### config.mk
export PLATFORM = sky130hd
export DESIGN_NAME = cmsdk_mcu_mtx_dec_param
export DESIGN_NICKNAME = d
export VERILOG_FILES = /design/src/rtl/cmsdk_mcu_mtx_dec_param.sv
export SDC_FILE = /design/constraint.sdc
export NUM_CORES = 1
export LEC_CHECK = 0
export CAP_MARGIN = 20
export CELL_PAD_IN_SITES_DETAIL_PLACEMENT = 1
export CELL_PAD_IN_SITES_GLOBAL_PLACEMENT = 2
export CORE_ASPECT_RATIO = 1.1
export CORE_MARGIN = 3
export CORE_UTILIZATION = 11
export DETAILED_ROUTE_END_ITERATION = 16
export GPL_TIMING_DRIVEN = 1
export PLACE_DENSITY_LB_ADDON = 0.1
export SLEW_MARGIN = 20
export SYNTH_ARGS = -nofsm -noshare
export SYNTH_HDL_FRONTEND = slang
export SYNTH_SLANG_ARGS = --single-unit
### constraint.sdc
create_clock -name HCLK -period 2.6 [get_ports HCLK]
set_clock_uncertainty 0.05 [all_clocks]
set_input_delay 0.26 -clock HCLK [delete_from_list [all_inputs] [get_ports HCLK]]
set_output_delay 0.26 -clock HCLK [all_outputs]
set_load 0.1 [all_outputs]
### src/rtl/cmsdk_mcu_mtx_dec_param.sv
// cmsdk_mcu_mtx_dec_param: parametrised matrix input decoder with boot-remap alias,
// integrated two-cycle ERROR default slave and saturating unmapped-access counter.
module cmsdk_mcu_mtx_dec_param #(
    parameter int NUM_PORTS = 2,
    parameter int RUSER_W = 3,
    parameter logic [22*NUM_PORTS-1:0] REGION_BASE = '0,
    parameter logic [22*NUM_PORTS-1:0] REGION_MASK = '0,
    parameter int REMAP_PORT = 1
) (
    input  logic                         HCLK,
    input  logic                         HRESETn,
    input  logic                         HREADYS,
    input  logic                         sel_dec,
    input  logic [21:0]                  decode_addr_dec,
    input  logic [1:0]                   trans_dec,
    input  logic                         remap,
    input  logic [NUM_PORTS-1:0]         active_dec_i,
    input  logic [NUM_PORTS-1:0]         readyout_dec_i,
    input  logic [2*NUM_PORTS-1:0]       resp_dec_i,
    input  logic [32*NUM_PORTS-1:0]      rdata_dec_i,
    input  logic [RUSER_W*NUM_PORTS-1:0] ruser_dec_i,
    input  logic                         err_clr,
    output logic [NUM_PORTS-1:0]         sel_dec_o,
    output logic                         active_dec,
    output logic                         HREADYOUTS,
    output logic [1:0]                   HRESPS,
    output logic [31:0]                  HRDATAS,
    output logic [RUSER_W-1:0]           HRUSERS,
    output logic [7:0]                   err_cnt
);
    localparam int PW = $clog2(NUM_PORTS + 1);
    localparam logic [PW-1:0] DFT = PW'(NUM_PORTS);

    typedef enum logic [1:0] {OK, ERR1, ERR2} state_t;

    state_t          state_q, state_d;
    logic [PW-1:0]   data_port_q, data_port_d, addr_port, match_port;
    logic [7:0]      err_cnt_q, err_cnt_d;
    logic            match0, sel_dft, err_start, dft_ready;
    logic [1:0]      dft_resp;

    // Descending scan so the lowest matching index is the one left standing.
    always_comb begin
        match_port = DFT;
        for (int i = NUM_PORTS - 1; i >= 0; i--) begin
            if (((decode_addr_dec ^ REGION_BASE[22*i +: 22]) & REGION_MASK[22*i +: 22]) == '0)
                match_port = PW'(i);
        end
        match0 = ((decode_addr_dec ^ REGION_BASE[21:0]) & REGION_MASK[21:0]) == '0;
        addr_port = (trans_dec == 2'b00) ? data_port_q :
                    (remap && match0) ? PW'(REMAP_PORT) : match_port;
    end

    always_comb begin
        sel_dec_o = '0;
        active_dec = 1'b1;
        for (int i = 0; i < NUM_PORTS; i++) begin
            sel_dec_o[i] = sel_dec && (addr_port == PW'(i));
            if (addr_port == PW'(i))
                active_dec = active_dec_i[i];
        end
        sel_dft = sel_dec && (addr_port == DFT);
        err_start = sel_dft && HREADYS && trans_dec[1];
    end

    always_ff @(posedge HCLK or negedge HRESETn) begin
        if (!HRESETn) begin
            state_q <= OK;
            data_port_q <= '0;
            err_cnt_q <= '0;
        end else begin
            state_q <= state_d;
            data_port_q <= data_port_d;
            err_cnt_q <= err_cnt_d;
        end
    end

    always_comb begin
        state_d = (state_q == ERR1) ? ERR2 : err_start ? ERR1 : OK;
        data_port_d = HREADYS ? addr_port : data_port_q;
        err_cnt_d = err_clr ? 8'd0 :
                    (err_start && state_q != ERR1 && err_cnt_q != 8'hFF) ? err_cnt_q + 8'd1 : err_cnt_q;
    end

    always_comb begin
        dft_ready = state_q != ERR1;
        dft_resp = (state_q == OK) ? 2'b00 : 2'b01;
    end

    always_comb begin
        HREADYOUTS = dft_ready;
        HRESPS = dft_resp;
        HRDATAS = '0;
        HRUSERS = '0;
        for (int i = 0; i < NUM_PORTS; i++) begin
            if (data_port_q == PW'(i)) begin
                HREADYOUTS = readyout_dec_i[i];
                HRESPS = resp_dec_i[2*i +: 2];
                HRDATAS = rdata_dec_i[32*i +: 32];
                HRUSERS = ruser_dec_i[RUSER_W*i +: RUSER_W];
            end
        end
    end

    assign err_cnt = err_cnt_q;
endmodule

After elaboration in Yosys (flattened, before gate mapping). Index checks and enable logic that the tools add are counted.

Flip-flop bits (word level): 12. Input bits: 108. Output and inout port bits: 49. Word-level logic and storage cells: 39.

$add $sub $neg: 1. Equal/unequal tests: 6. Multiplexer cells: 17. Reductions and logical operators: 12.

Operators by type and width (count): $mux W32 (2); $mux W8 (2); $add A8 B1 Y8 const B (1); $logic_not A2 Y1 (4); $mux W2 (4); $ne A8 B8 Y1 const B (1); $logic_and A1 B1 Y1 (7); $mux W1 (7); $eq A2 B1 Y1 const B (3); $mux W3 (2); $eq A2 B2 Y1 const B (1); $ne A2 B1 Y1 const B (1); $reduce_bool A2 Y1 (1).

Logic depth before layout (Yosys ltp). Gate-level depths: netlist (run 1).

Word-level depth: 10. Depth in mapped cells: 4. Depth with buffers taken out: 2.

Least setup slack after synthesis (run 1). OpenSTA, ideal clock, no wires.

Path kind: reg-to-output. Start: register data_port_q[0]. End: output port sel_dec_o[0]. Arrival: 2.390 ns. Data required time: 2.290 ns. Setup slack: -0.100 ns. Cell stages (with the launch flop): 4. Path through: dfrtp_1 -> buf_2 -> or4_1 -> a21boi_1.

Word-level cells in the longest chain between the ends: 3.

RTL lines: start: declaration (RTL line 37) `logic [PW-1:0] data_port_q, data_port_d, addr_port, match_port;`; start signal: assignment (RTL line 73) `data_port_q <= data_port_d;`; $mux W2 (RTL line 50) `addr_port = (trans_dec == 2'b00) ? data_port_q :`; $logic_not A2 Y1 (RTL line 58) `sel_dec_o[i] = sel_dec && (addr_port == PW'(i));`; $logic_and A1 B1 Y1 (RTL line 58); end: declaration (RTL line 23) `output logic [NUM_PORTS-1:0] sel_dec_o,`.

No other way between the ends.

Worst setup path in the final report (run 1).
Start: register data_port_q[0]. End: output port sel_dec_o[1].

Word-level cells in the longest chain between the ends: 3.

RTL lines (RTL line): $mux W2 (50); $eq A2 B1 Y1 (58); $logic_and A1 B1 Y1 (58).

No other way between the ends.

==> qor.yml, run 1 <==
status: "complete, no violations"
ys_seq_elements: 12
grt_pass1_vias: 1491
antennaDiodeCount: 0
fin_crit_ps: 2119
coreArea_um2: 9099
cts_buffers: 3
cts_hold_buf: 0
setup_viol: 0
seq_area_frac_synth_pct: 28.37
drt_wl_total_um: 5283
initial_core_util_pct: 11.63
cts_resized: 0
crit_path_max_incr_delay_ps: 670
port_buffers: 134
fp-row-count: 36
clk_root_buffer_cell: "clkbuf_8"
die_w_um: 99.53
place.gp.congestion: 0.6775
stdcell_area_um2: 2530
vias: 1386
pre_cts_slack_ps: 522.9
path_class: "flip-flop to primary output"
rsz0062_at_grt: "false"
p_leak_nw: 1.180
p_int_mw: 0.6252
drive_above_1_share_pct: 24.71
fin_crit_sh_pct: 81.51
final_nets: 364
hp-class: "primary input to async pin"
final_common_cell: "clkdlybuf4s50_1"
cts_tree: "done"
areaGrowthSynthToFinish_pct: 139.0
ios: 157
wl_per_cell_um: 14.32
max_freq_ghz: 0.4719
comb_power_share_pct: 70.9
path_clk_slew_ps: 50
placed_area_um2: 2475
drtAntennaViolNets: 0
drt_iter0_markers: 11
hold_viol: 0
cap_violations: 0
synth_cells: 123
seq_power_share_pct: 15.1
netlist_area_um2: 1059
clock-sinks: 12
yosys_warnings: 0
cp_max_fo: 18
grt-ovfl-total: 0
post_cts_buffers: 0
grt_max_degree: 19
vias_per_cell: 3.756
mostFrequentLayoutCells: "85 x clkdlybuf4s50_1, 48 x buf_4, 41 x mux2i_1"
dp_hpwl_um: 4519
drv_slew: 0
die_area_um2: 10840
cpMaxStageDelayCell: "dfrtp_2"
drc: 0
synth.avg_cell_area_um2: 8.606
slew-limit-headroom_pct: 63.07
powerDensity_nw_per_um2: 546.8
clkPwrFrac_pct: 14.0
required_ps: 2290
setup_slack_ps: 480.8
synth_area_leaders: "mux2i_1 39%, dfrtp_1 28%, nor2_1 13%"
ir_worst_vdd_v: 0.0002361
crit_chain: "or4b_1 -> a21boi_2 -> buf_12"
clk_latency_ps: 230
critPathLaunchType: "flip-flop"
clk_path_buf_depth: 2
fin_util_pct: 27.81
grt_pass1_wl_um: 8183
drtPass1Iterations: 2
tightest_slew_ps: 553.9
power_switching_mw: 0.7583
die_h_um: 108.9
antenna_found_initial: 0
fin_tns_setup_ps: 0
track_usage_pct: 9.385
swShare_pct: 54.81
worstPathArrival_ps: 1810
htreeDepth: 1
yosys.area.top_type_share_pct: 38.77
fill_cells: 1057
yosysUniqueCellTypes: 17
syn_nets: 231
end_kind: "primary output"
yosysTopAreaCell: "mux2i_1"
## worst max-delay path: cells and delay by family, from the launching register on
family	cells	cell delay (ps)
AND/OR/NAND/NOR	1	500
AO/OA/AOI/OAI	1	210
buffers and inverters	1	190
flip-flops	1	670
## Yosys cell counts
library cell,instances
a2bb2oi_1,1
a21boi_1,2
o21ai_0,2
buf_2,3
or4_1,1
nor3_1,1
mux2_2,2
or4b_1,1
buf_4,3
clkbuf_1,4
nor2b_1,9
conb_1,1
o21bai_1,1
and2_1,1
nor2_1,38
mux2i_1,41
dfrtp_1,12
## routing by layer
| layer | GRT usage (%) | vias to the layer above | wire length, um |
|---|---|---|---|
| met2 | 17.37 | 66 | 2700 |
| met4 | 0.5854 | 0 | 0 |
| met5 | 0 | - | 0 |
| met1 | 11.74 | 644 | 2200 |
| li1 | - | 676 | - |
| met3 | 1.855 | 0 | 382 |
## registers in the layout, indices dropped and copies added (netlist names)
name	count
data_port_q	2
err_cnt	8
state_q	2
## kinds of logic after synthesis
logic type,after synthesis,synth area share (%)
DFF,12,28.37
buffers and inverters,10,4.964
other,1,0.3543
and+or+nand+nor,51,21.51
AOI/OAI and AO/OA,6,3.901
muxes,43,40.90
## power groups by stage
stage	Combinational [mW]	Clock [mW]	Sequential [mW]
finish	0.981	0.194	0.209
global route	1.02	0.215	0.212
CTS	0.991	0.204	0.211
floorplan	0.708	0	0.195
detailed placement	0.990	0	0.214
global placement	0.988	0	0.214
## stage by stage
step                instances  power, mW  hold slack [ps]
global placement          365      1.202            384.6
finish                    369      1.383            325.2
global route              369      1.447            369.7
floorplan                 123     0.9026           -85.59
CTS                       369      1.406            348.7
detailed placement        365      1.205            386.4
## cell type report
type | count | area (um^2) | area share [%]
Timing Repair Buffer | 138 | 1311 | 51.83
Multi-Input combinational cell | 101 | 719.4 | 28.44
Sequential cell | 12 | 301.5 | 11.92
Tap cell | 114 | 142.6 | 5.638
Clock buffer | 4 | 55.05 | 2.176
## path summary, 6_finish.rpt
path / startpoint / end / slack [ps] / cells past startpoint
max in group asynchronous: HRESETn / data_port_q[0] / 1800 / 1
worst max-delay path: data_port_q[0] / sel_dec_o[1] / 480 / 3
worst min-delay path: HRESETn / err_cnt[4] / 330 / 1
min in group HCLK: state_q[1] / state_q[1] / 390 / 1
worst max register to register: data_port_q[0] / data_port_q[0] / 1240 / 2
worst min register to register: state_q[1] / state_q[1] / 390 / 1
No activity file was read; power rests on OpenSTA's default activity.
==> inputs of run 2 (changes only) <==
--- a/config.mk
+++ b/config.mk
@@ -10,7 +10,7 @@
 export CELL_PAD_IN_SITES_GLOBAL_PLACEMENT = 2
 export CORE_ASPECT_RATIO = 1.1
 export CORE_MARGIN = 3
-export CORE_UTILIZATION = 11
+export CORE_UTILIZATION = 10
 export DETAILED_ROUTE_END_ITERATION = 16
 export GPL_TIMING_DRIVEN = 1
 export PLACE_DENSITY_LB_ADDON = 0.1
==> constraint.sdc (replaced) <==
create_clock -name HCLK -period 2.2 [get_ports HCLK]
set_clock_uncertainty 0.05 [all_clocks]
set_input_delay 0.22 -clock HCLK [delete_from_list [all_inputs] [get_ports HCLK]]
set_output_delay 0.22 -clock HCLK [all_outputs]
set_load 0.1 [all_outputs]
==> run 2 against run 1 <==
Compared with the run above:
- non-clock buffer count is the same
- wire length grew 5.2%
- highest routed layer unchanged
- critical path depth grew 1
- first-iteration DRC count grew 150%
- clock power grew 21%
- combinational power grew 48%
- flip-flop and latch count is the same
- critical path type is now primary input to primary output
- hold slack lost 48 ps
- via count shrank 1.1%
- utilization grew 3.0 points
- register-to-register slack lost 280 ps
==> qor.yml, run 2 (synthesis results as in run 1) <==
status: "complete, no violations"
die_area_um2: 11860  # +9.4%
track_usage_pct: 9.066  # -0.32 points
path_class: "primary input to primary output"
ios: 157  # unchanged
fin_hold_ws_ps: 277.5  # -47.71 ps
grt-ovfl-total: 0  # unchanged
coreArea_um2: 10080  # +11%
place.gp.congestion: 0.6367  # -6.0%
die_w_um: 104.1  # +4.6%
initial_core_util_pct: 10.50  # -1.1 points
placed_area_um2: 3047  # +23%
tightest_slew_ps: 512.9  # -41.00 ps
pre_cts_slack_ps: 213.5  # -309.5 ps
multi_input_area_um2: 794.5  # +10%
clk_path_buf_depth: 2  # unchanged
antennaDiodeCount: 0  # unchanged
final_nets: 364  # unchanged
setup_viol: 0  # unchanged
clk_root_buffer_cell: "clkbuf_8"
cap_violations: 0  # unchanged
fin_crit_sh_pct: 90.33
ir_worst_vdd_v: 0.0002611  # +11%
htreeDepth: 1  # unchanged
dp_hpwl_um: 4708  # +4.2%
setup_slack_ps: 212.8  # -268.0 ps
critPathLaunchType: "primary input"
p_leak_nw: 1.355  # +15%
wl_per_cell_um: 14.07  # -1.7%
die_h_um: 113.9  # +4.6%
cts_tree: "done"
end_kind: "primary output"
fill_cells: 1152  # +9.0%
r2r_slack_ps: 960  # -280 ps
fin_crit_ps: 1987
antenna_found_initial: 0  # unchanged
crit_path_max_incr_delay_ps: 580  # -90 ps
cts_buffers: 3  # unchanged
post_cts_buffers: 0  # unchanged
port_buffers: 134  # unchanged
drive_above_1_share_pct: 36.86  # +12 points
hp-class: "primary input to async pin"
drv_slew: 0  # unchanged
areaGrowthSynthToFinish_pct: 193.0
cpMaxStageDelayCell: "or4_1"
final_common_cell: "clkdlybuf4s50_1"
largest_reg_flops: 8  # unchanged
register_area_um2: 302.8  # +0.41%
grt_pass1_wl_um: 8625  # +5.4%
drc: 0  # unchanged
powerDensity_nw_per_um2: 617.5  # +13%
cts_resized: 0  # unchanged
grt_pass1_vias: 1455  # -2.4%
drtPass1Iterations: 3  # +1
max_freq_ghz: 0.5032
hold_viol: 0  # unchanged
drt_iter0_markers: 27  # +16
stdcell_area_um2: 3102  # +23%
worstPathArrival_ps: 1720  # -90 ps
mostFrequentLayoutCells: "85 x clkdlybuf4s50_1, 42 x buf_12, 41 x mux2i_1"
rsz0062_at_grt: "false"
vias: 1371  # -1.1%
clock-sinks: 12  # unchanged
grt_max_degree: 34  # +15
path_clk_slew_ps: 50  # about the same
cp_max_fo: 7  # -11
clk_latency_ps: 230  # about the same
cts_hold_buf: 0  # unchanged
drtAntennaViolNets: 0  # unchanged
vias_per_cell: 3.471  # -7.6%
slew-limit-headroom_pct: 65.70  # +2.6 points
drt_wl_total_um: 5557  # +5.2%
crit_chain: "clkdlybuf4s50_1 -> or4_1 -> a21boi_2 -> buf_12"
fp-row-count: 38  # +5.6%
required_ps: 1930  # -360 ps
[run 2: cell counts in the layout (fill, tap and decap cells not counted)]
No cell type changed its count.
[run 2: path summary, 6_finish.rpt]
path                            depth (start not counted)           start             end
min in group HCLK                                       1      state_q[1]      state_q[1]
worst min-delay path                                    1         HRESETn      err_cnt[2]
max in group asynchronous                               1         HRESETn  data_port_q[0]
worst max-delay path                                    4    trans_dec[1]    sel_dec_o[0]
worst min register to register                          1      state_q[1]      state_q[1]
worst max register to register                          2  data_port_q[1]  data_port_q[1]
[run 2: layer usage]
metal | up-vias | GRT usage [%] | routed length [um]
li1 | 678 | - | -
met1 | 635 | 11.73 | 2351
met2 | 58 | 16.12 | 2870
met3 | 0 | 1.981 | 334
met4 | 0 | 0.7979 | 0
met5 | - | 0 | 0
[run 2: metrics by stage]
step                TNS [ps]  util, %  instances  power (mW)
floorplan              -1263        -        123       1.089
global placement           0    30.23        391       1.696
detailed placement         0    30.23        391       1.702
CTS                        0    30.77        395       1.946
global route               0    30.77        395       1.991
finish                     0    30.77        395       1.915
[run 2: final cells by class]
cell class	count	share of cell area, %
Timing Repair Buffer	138	57.20
Clock buffer	4	1.775
Tap cell	140	5.647
Sequential cell	12	9.762
Multi-Input combinational cell	101	25.62
[run 2: worst max-delay path: cells and delay by family]
family / cells / cell delay (ps)
and+or+nand+nor: 1 / 580
buffers and inverters: 2 / 700
AOI/OAI and AO/OA: 1 / 220
[run 2: where the power goes]
group          total (mW)  internal [mW]  switching [mW]
combinational        1.45          0.568           0.882
clock               0.234          0.158          0.0761
sequential          0.231          0.226         0.00512
==> inputs of run 3 (changes only) <==
--- a/config.mk
+++ b/config.mk
@@ -13,6 +13,7 @@
 export CORE_UTILIZATION = 10
 export DETAILED_ROUTE_END_ITERATION = 16
 export GPL_TIMING_DRIVEN = 1
+export MAX_ROUTING_LAYER = met4
 export PLACE_DENSITY_LB_ADDON = 0.1
 export SLEW_MARGIN = 20
 export SYNTH_ARGS = -nofsm -noshare
==> run 3 against run 2 <==
Compared with the run above:
- cell count is the same
- first-iteration DRC count shrank 19%
- sequential share of layout area is the same
- die area is the same
- cell area is the same
- non-clock buffer count is the same
- critical path type unchanged
- largest cell class unchanged
- clock power is essentially flat
==> qor.yml, run 3 (synthesis results as in run 1) <==
drv_slew: 0  # unchanged
hp-class: "primary input to async pin"
fp-row-count: 38  # unchanged
coreArea_um2: 10080  # unchanged
p_leak_nw: 1.355  # unchanged
die_w_um: 104.1  # unchanged
vias: 1374  # +0.22%
drc: 0  # unchanged
path_class: "primary input to primary output"
crit_chain: "clkdlybuf4s50_1 -> or4_1 -> a21boi_2 -> buf_12"
clk_latency_ps: 230  # about the same
fin_crit_ps: 1987  # +0.009000 ps
grt_pass1_wl_um: 8604  # -0.24%
htreeDepth: 1  # unchanged
tightest_slew_ps: 511.9  # -1.064 ps
post_cts_buffers: 0  # unchanged
required_ps: 1930  # about the same
ios: 157  # unchanged
place.gp.congestion: 0.6420  # +0.83%
fin_crit_sh_pct: 90.33  # about the same
drt_iter0_markers: 22  # -19%
cts_resized: 0  # unchanged
fin_hold_ws_ps: 277.0  # -0.4560 ps
cts_tree: "done"
drt_wl_total_um: 5578  # +0.38%
areaGrowthSynthToFinish_pct: 193.0  # unchanged
critPathLaunchType: "primary input"
register_area_um2: 302.8  # unchanged
powerDensity_nw_per_um2: 617.8  # about the same
cap_violations: 0  # unchanged
mostFrequentLayoutCells: "85 x clkdlybuf4s50_1, 42 x buf_12, 41 x mux2i_1"
placed_area_um2: 3047  # unchanged
cpMaxStageDelayCell: "or4_1"
antenna_found_initial: 0  # unchanged
grt_max_degree: 34  # unchanged
initial_core_util_pct: 10.50  # unchanged
die_h_um: 113.9  # unchanged
clock-sinks: 12  # unchanged
vias_per_cell: 3.478  # +0.22%
slew-limit-headroom_pct: 65.77  # +0.071 points
end_kind: "primary output"
status: "complete, no violations"
largest_reg_flops: 8  # unchanged
power_mw: 1.916  # about the same
drive_above_1_share_pct: 36.86  # unchanged
cp_max_fo: 7  # unchanged
fin_tns_setup_ps: 0  # unchanged
port_buffers: 134  # unchanged
ir_worst_vdd_v: 0.0002614  # +0.13%
grt_pass1_vias: 1458  # +0.21%
setup_viol: 0  # unchanged
cts_hold_buf: 0  # unchanged
clk_path_buf_depth: 2  # unchanged
final_nets: 364  # unchanged
grt-ovfl-total: 0  # unchanged
multi_input_area_um2: 794.5  # unchanged
fill_cells: 1152  # unchanged
max_freq_ghz: 0.5032  # about the same
rsz0062_at_grt: "false"
drtAntennaViolNets: 0  # unchanged
drtPass1Iterations: 3  # unchanged
cts_buffers: 3  # unchanged
crit_path_max_incr_delay_ps: 580  # about the same
antennaDiodeCount: 0  # unchanged
stdcell_area_um2: 3102  # unchanged
track_usage_pct: 9.307  # +0.24 points
hold_viol: 0  # unchanged
die_area_um2: 11860  # unchanged
worstPathArrival_ps: 1720  # about the same
clk_root_buffer_cell: "clkbuf_8"
dp_hpwl_um: 4708  # unchanged
path_clk_slew_ps: 50  # about the same
final_common_cell: "clkdlybuf4s50_1"
wl_per_cell_um: 14.12  # +0.38%
-- run 3: cell counts in the layout (fill, tap and decap cells not counted) --
Identical to the previous run, type by type.
-- run 3: layout make-up --
cell class | instances | share of cell area (%)
flip-flops and latches | 12 | 9.762
clock buffers | 4 | 1.775
multi-input cells | 101 | 25.62
well taps | 140 | 5.647
repair buffers | 138 | 57.20
-- run 3: worst paths after layout --
| check | startpoint | to | slack (ps) | cells after the start |
|---|---|---|---|---|
| max | trans_dec[1] | sel_dec_o[0] | 210 | 4 |
| min | HRESETn | err_cnt[2] | 280 | 1 |
| min reg2reg | state_q[1] | state_q[1] | 400 | 1 |
| max in group asynchronous | HRESETn | data_port_q[0] | 1450 | 1 |
| max reg2reg | data_port_q[1] | data_port_q[1] | 960 | 2 |
| min in group HCLK | state_q[1] | state_q[1] | 400 | 1 |
-- run 3: power by group --
group          switching (mW)  internal (mW)
clock network          0.0763          0.158
registers             0.00512          0.226
logic                   0.883          0.568
-- run 3: metal layers --
layer  part of all wire [%]  up-vias  GRT usage (%)
met4                      0        0         0.7979
met3                    5.0        0          1.585
li1                       -      678              -
met2                     52       58          16.34
met1                     43      638          11.73
met5                      0        -              -
-- run 3: critical path: cells and delay by family --
kind	cells	cell delay (ps)
buffers and inverters	2	700
AO/OA/AOI/OAI	1	220
AND/OR/NAND/NOR	1	580
-- run 3: stage by stage --
stage	cells	setup WS, ps	util (%)
5_1_grt	395	134.1	30.77
6_report	395	212.8	30.77
3_5_place_dp	391	213.5	30.23
3_3_place_gp	391	234.3	30.23
4_1_cts	395	210.6	30.77
2_1_floorplan	123	-350.1	-
